`config.mk`:
```
export PLATFORM = sky130hd
export DESIGN_NAME = sign_mag_addsub_serial
export DESIGN_NICKNAME = d
export VERILOG_FILES = /design/src/rtl/sign_mag_addsub_serial.sv
export SDC_FILE = /design/constraint.sdc
export NUM_CORES = 1
export LEC_CHECK = 0
export BUFFER_PORTS_ARGS = -buffer_cell sky130_fd_sc_hd__buf_4
export CAP_MARGIN = 20
export CORE_UTILIZATION = 45
export CTS_BUF_LIST = sky130_fd_sc_hd__clkbuf_4
export DETAILED_ROUTE_END_ITERATION = 8
export GPL_TIMING_DRIVEN = 0
export PLACE_DENSITY = 0.62
export SYNTH_ARGS = -nofsm -noshare
export SYNTH_HDL_FRONTEND = slang
export SYNTH_SLANG_ARGS = --single-unit
```
`constraint.sdc`:
```
create_clock -name clk -period 4.05 [get_ports clk]
set_input_delay 0.2025 -clock clk [delete_from_list [all_inputs] [get_ports clk]]
set_output_delay 0.2025 -clock clk [all_outputs]
set_load 0.02 [all_outputs]
```
`src/rtl/sign_mag_addsub_serial.sv`:
```
// Digit-serial sign-magnitude adder/subtractor.
// Operands are accepted on a valid/ready handshake, compared for one cycle to
// pick the larger magnitude, then summed D bits per cycle on a single slice
// with a registered carry. The result is held until the consumer takes it.
module sign_mag_addsub_serial #(
    parameter int N = 8,
    parameter int D = 4
) (
    input  logic         clk,
    input  logic         rst,
    input  logic         in_valid,
    output logic         in_ready,
    input  logic         op,
    input  logic         a_sign,
    input  logic [N-1:0] a_mag,
    input  logic         b_sign,
    input  logic [N-1:0] b_mag,
    output logic         out_valid,
    input  logic         out_ready,
    output logic         res_sign,
    output logic [N-1:0] res_mag,
    output logic         res_ovf,
    output logic         res_zero
);

    localparam int SLICES = N / D;
    localparam int CW     = (SLICES > 1) ? $clog2(SLICES) : 1;
    localparam logic [CW-1:0] LAST = CW'(SLICES - 1);

    generate
        if (N < 2 || (N % D) != 0) begin : g_bad_params
            $error("sign_mag_addsub_serial: need N >= 2 and N divisible by D");
        end
    endgenerate

    typedef enum logic [1:0] {IDLE, CMP, ADD, DONE} state_t;

    state_t         state_q, state_d;
    logic           a_sign_q, a_sign_d;
    logic [N-1:0]   a_mag_q, a_mag_d;
    logic [N-1:0]   b_mag_q, b_mag_d;
    logic           eb_sign_q, eb_sign_d;   // sign of B after applying op
    logic           same_q, same_d;         // like signs -> true magnitude add
    logic           sign_q, sign_d;         // provisional result sign
    logic [N-1:0]   big_q, big_d;           // shifted right one digit per ADD cycle
    logic [N-1:0]   small_q, small_d;
    logic           carry_q, carry_d;
    logic [N-1:0]   sum_q, sum_d;           // sum digits shifted in from the top
    logic [CW-1:0]  cnt_q, cnt_d;
    logic           res_sign_q, res_sign_d;
    logic [N-1:0]   res_mag_q, res_mag_d;
    logic           res_ovf_q, res_ovf_d;
    logic           res_zero_q, res_zero_d;

    logic [D:0]     slice_c;
    logic [N-1:0]   sum_next_c;
    logic           same_c;

    // Next-state and datapath logic for the accept/compare/add/hold sequence.
    always_comb begin
        state_d    = state_q;
        a_sign_d   = a_sign_q;
        a_mag_d    = a_mag_q;
        b_mag_d    = b_mag_q;
        eb_sign_d  = eb_sign_q;
        same_d     = same_q;
        sign_d     = sign_q;
        big_d      = big_q;
        small_d    = small_q;
        carry_d    = carry_q;
        sum_d      = sum_q;
        cnt_d      = cnt_q;
        res_sign_d = res_sign_q;
        res_mag_d  = res_mag_q;
        res_ovf_d  = res_ovf_q;
        res_zero_d = res_zero_q;
        slice_c    = '0;
        sum_next_c = '0;
        same_c     = 1'b0;

        case (state_q)
            IDLE: begin
                if (in_valid) begin
                    a_sign_d  = a_sign;
                    a_mag_d   = a_mag;
                    b_mag_d   = b_mag;
                    eb_sign_d = b_sign ^ op;
                    state_d   = CMP;
                end
            end
            CMP: begin
                same_c = (a_sign_q == eb_sign_q);
                same_d = same_c;
                if (same_c) begin
                    big_d   = a_mag_q;
                    small_d = b_mag_q;
                    carry_d = 1'b0;
                    sign_d  = a_sign_q;
                end else if (a_mag_q >= b_mag_q) begin
                    // Subtract smaller from larger as big + ~small + 1.
                    big_d   = a_mag_q;
                    small_d = ~b_mag_q;
                    carry_d = 1'b1;
                    sign_d  = a_sign_q;
                end else begin
                    big_d   = b_mag_q;
                    small_d = ~a_mag_q;
                    carry_d = 1'b1;
                    sign_d  = eb_sign_q;
                end
                cnt_d   = '0;
                sum_d   = '0;
                state_d = ADD;
            end
            ADD: begin
                slice_c    = {1'b0, big_q[D-1:0]} + {1'b0, small_q[D-1:0]}
                           + {{D{1'b0}}, carry_q};
                sum_next_c = (sum_q >> D) | (N'(slice_c[D-1:0]) << (N - D));
                big_d      = big_q >> D;
                small_d    = small_q >> D;
                sum_d      = sum_next_c;
                carry_d    = slice_c[D];
                cnt_d      = cnt_q + 1'b1;
                if (cnt_q == LAST) begin
                    // Unlike-sign carry-out is just the two's-complement artefact.
                    res_mag_d  = sum_next_c;
                    res_ovf_d  = same_q & slice_c[D];
                    res_zero_d = (sum_next_c == '0);
                    res_sign_d = sign_q & (sum_next_c != '0);
                    state_d    = DONE;
                end
            end
            DONE: begin
                if (out_ready) begin
                    state_d = IDLE;
                end
            end
            default: state_d = IDLE;
        endcase
    end

    // State and datapath registers; reset discards any operation in flight.
    always_ff @(posedge clk or posedge rst) begin
        if (rst) begin
            state_q    <= IDLE;
            a_sign_q   <= 1'b0;
            a_mag_q    <= '0;
            b_mag_q    <= '0;
            eb_sign_q  <= 1'b0;
            same_q     <= 1'b0;
            sign_q     <= 1'b0;
            big_q      <= '0;
            small_q    <= '0;
            carry_q    <= 1'b0;
            sum_q      <= '0;
            cnt_q      <= '0;
            res_sign_q <= 1'b0;
            res_mag_q  <= '0;
            res_ovf_q  <= 1'b0;
            res_zero_q <= 1'b0;
        end else begin
            state_q    <= state_d;
            a_sign_q   <= a_sign_d;
            a_mag_q    <= a_mag_d;
            b_mag_q    <= b_mag_d;
            eb_sign_q  <= eb_sign_d;
            same_q     <= same_d;
            sign_q     <= sign_d;
            big_q      <= big_d;
            small_q    <= small_d;
            carry_q    <= carry_d;
            sum_q      <= sum_d;
            cnt_q      <= cnt_d;
            res_sign_q <= res_sign_d;
            res_mag_q  <= res_mag_d;
            res_ovf_q  <= res_ovf_d;
            res_zero_q <= res_zero_d;
        end
    end

    assign in_ready  = (state_q == IDLE);
    assign out_valid = (state_q == DONE);
    assign res_sign  = res_sign_q;
    assign res_mag   = res_mag_q;
    assign res_ovf   = res_ovf_q;
    assign res_zero  = res_zero_q;

endmodule

```
==> results.toml <==
[clock_network]
cts_htree_levels = 2
clockBufferDepth = 2
cts_root_buffer = "clkbuf_4"
post_cts_buffers = 0
cts_tree = "built"
cts.sinks = 55
cts_made_buffers = 5
cts.reportedPaths.clkPinSlew_ns = 0.15
clk-insertion-delay-late_ns = 0.37
cts.hold.buffers_added = 1
cts_resized = 0

[critical_path]
end_kind = "register"
cpLargestDelayFamily = "simple AND/OR/NAND/NOR gates"
crit_type = "register to register"
start_kind = "register"
path_cells = "fa_1 > fa_1 > nor4_1 > nand4_1 > nor4b_1 > nor3_1"
worstPathMaxFanout = 3
required_ns = 4.30
cpMostUsedCell = "fa_1"
cp_slowest_stage_delay_ns = 0.50
crit_arrival_ns = 2.79
crit_slowest_cell = "fa_1"
path_buf_inv = 0

[drt]
ant_nets = 0
vias = 2219
first_iter_violations = 145
drc = 0
wl_per_cell_um = 15.83
wl_mm = 6.315
first_pass_iters = 4
vias_per_cell = 5.561

[logic_synthesis]
synthDistinctLibCells = 41
synth_warnings = 0
muxShareOfSynthArea = 0.09575
synth_fp_nets = 319
synth_common_cells = "55 x dfrtp_1, 26 x inv_1, 19 x a21oi_1"
synth_top_cells_by_area = "dfrtp_1 48%, ha_1 6.5%, mux2_2 5.1%"
yosys.area.top_type = "dfrtp_1"
synth_fa_ha_area_frac = 0.07886
synth-async-reset-ratio = 1.000
avgSynthCellArea_um2 = 10.35
yosysMostFrequentCell = "dfrtp_1"
ys_seq_elements = 55
synth_top_area_frac = 0.4766
synth-main-ff-cell = "dfrtp_1"
synth_top_family_by_area = "compound AO/OA/AOI/OAI gates"
synth-simple-area-share = 0.1014
netlist_area_um2 = 2888
synth_enable_flop_cells = 0
synth_seq_area_share = 0.4766
synth-xor-area-share = 0.01213
synth-compound-area-share = 0.1781
syn_inst = 279

[global_route]
grt_pass1_vias = 2194
grt.overflow.total = 0
grt_max_degree = 39
antenna_found_initial = 0
grt_usage = 0.2110
grt_pass1_wl_mm = 10.61

[worst_hold_path]
hp-class = "primary input to register"

[floorplan]
die_h_um = 82.11
fp.dieW_um = 82.11
die_area_um2 = 6741
rows = 28
coreArea_um2 = 6061
io-pin-count = 36
initial_core_util = 0.4765

[timing]
finalHoldViolations = 0
setup_viol = 0
min_period_over_period = 0.6266
tns_ns = 0
fmax_ghz = 0.3941
fin_skew_ns = 0.007183
slew-limit-headroom = 0.6391
whs_ns = 0.02999
slew_viol_final = 0
rsz0062_at_grt = "no"
finalCriticalPeriod_ns = 2.538
max_slew.worst_pin.slew_ns = 0.5413

[finish]
nFillCells = 575
utilization = 0.5489
drive_gt1_frac = 0.1975
num-nets-final = 363
antenna_cells = 0
area_growth_pct = 15.21

[flow_run]
cap_viol_max_count = 0

[placed_design]
io_buffer_count = 35
routabilityCongestion = 0.8263
dp_hpwl_mm = 4.760

[status]
status = "finished clean"
[registers in the layout, summed over array words and instances (netlist names)]
| register | count |
|---|---|
| a_mag_q | 8 |
| b_mag_q | 8 |
| big_q | 8 |
| res_mag | 8 |
| small_q | 8 |
| sum_q | 4 |
| state_q | 2 |
| a_sign_q | 1 |
| carry_q | 1 |
| cnt_q | 1 |
| eb_sign_q | 1 |
| res_ovf | 1 |
| res_sign | 1 |
| res_zero | 1 |
| same_q | 1 |
| sign_q | 1 |
[final timing paths]
| kind | from | to | slack, ns | cells after the start |
|---|---|---|---|---|
| worst max-delay path | big_q[0] | res_sign | 1.51 | 6 |
| worst max register to register | big_q[0] | res_sign | 1.51 | 6 |
| worst min-delay path | a_mag[5] | a_mag_q[5] | 0.03 | 2 |
| worst min register to register | res_zero | res_zero | 0.50 | 1 |
| min in group asynchronous | rst | res_mag[5] | 0.36 | 3 |
| max in group asynchronous | rst | same_q | 3.16 | 4 |
[placed cells by master, fill, tap and decap left out, types with 3 or more instances in the layout]
master	n
a211oi_1	6
dfrtp_1	55
o221ai_1	5
nor3_1	14
nor2_1	8
a21oi_1	19
clkbuf_1	9
a211o_1	4
or4_1	3
buf_2	3
o21ai_1	9
mux2_1	8
nand3_1	3
nor4_1	3
nand2_1	15
nand2b_1	4
mux2i_1	4
clkbuf_4	6
a21o_1	5
buf_4	35
o21a_1	3
mux2_2	13
inv_1	25
o21ai_0	16
ha_1	15
xnor2_1	3
o22ai_1	6
[worst reg2reg max path: cells and delay by family (launching register included)]
| kind | cells | cell delay, ns |
|---|---|---|
| and+or+nand+nor | 4 | 1.03 |
| adders and majority gates | 2 | 0.97 |
| DFF | 1 | 0.43 |
[per-layer routing]
metal  vias up  routed length, um  GRT usage
li1       1092                  -          -
met1      1053               3072     0.2875
met2        65               2877     0.3322
met3         9                282    0.04176
met4         0                 82    0.07719
met5         -                  0          0
[cells by family after synthesis]
family / count (synthesis)
AOI/OAI and AO/OA: 79
xor gates and xnor gates: 4
adders and majority gates: 17
buffers and inverters: 41
DFF: 55
muxes: 25
and+or+nand+nor: 58
[stage by stage]
stage	cell area (um2)	setup slack (ns)	std cells
final	3327	1.512	399
after global routing	3327	1.300	399
after CTS	3327	1.488	399
after detailed placement	3264	1.508	390
after global placement	3244	1.541	389
after floorplan	2888	1.876	279
[area by class of cell]
type | instances | area, um2 | area share
buffer | 14 | 63.81 | 0.01918
clock buffer | 6 | 45.04 | 0.01354
clock inverter | 2 | 7.507 | 0.002256
inverter | 27 | 101.3 | 0.03046
multi-input combinational | 183 | 1346 | 0.4047
sequential | 55 | 1376 | 0.4137
tap | 75 | 93.84 | 0.02821
timing repair buffer | 37 | 292.8 | 0.08800
Power is left out: the tool's default activity adds up to more than one toggle a clock period on the data nets, which glitch-free logic cannot reach.
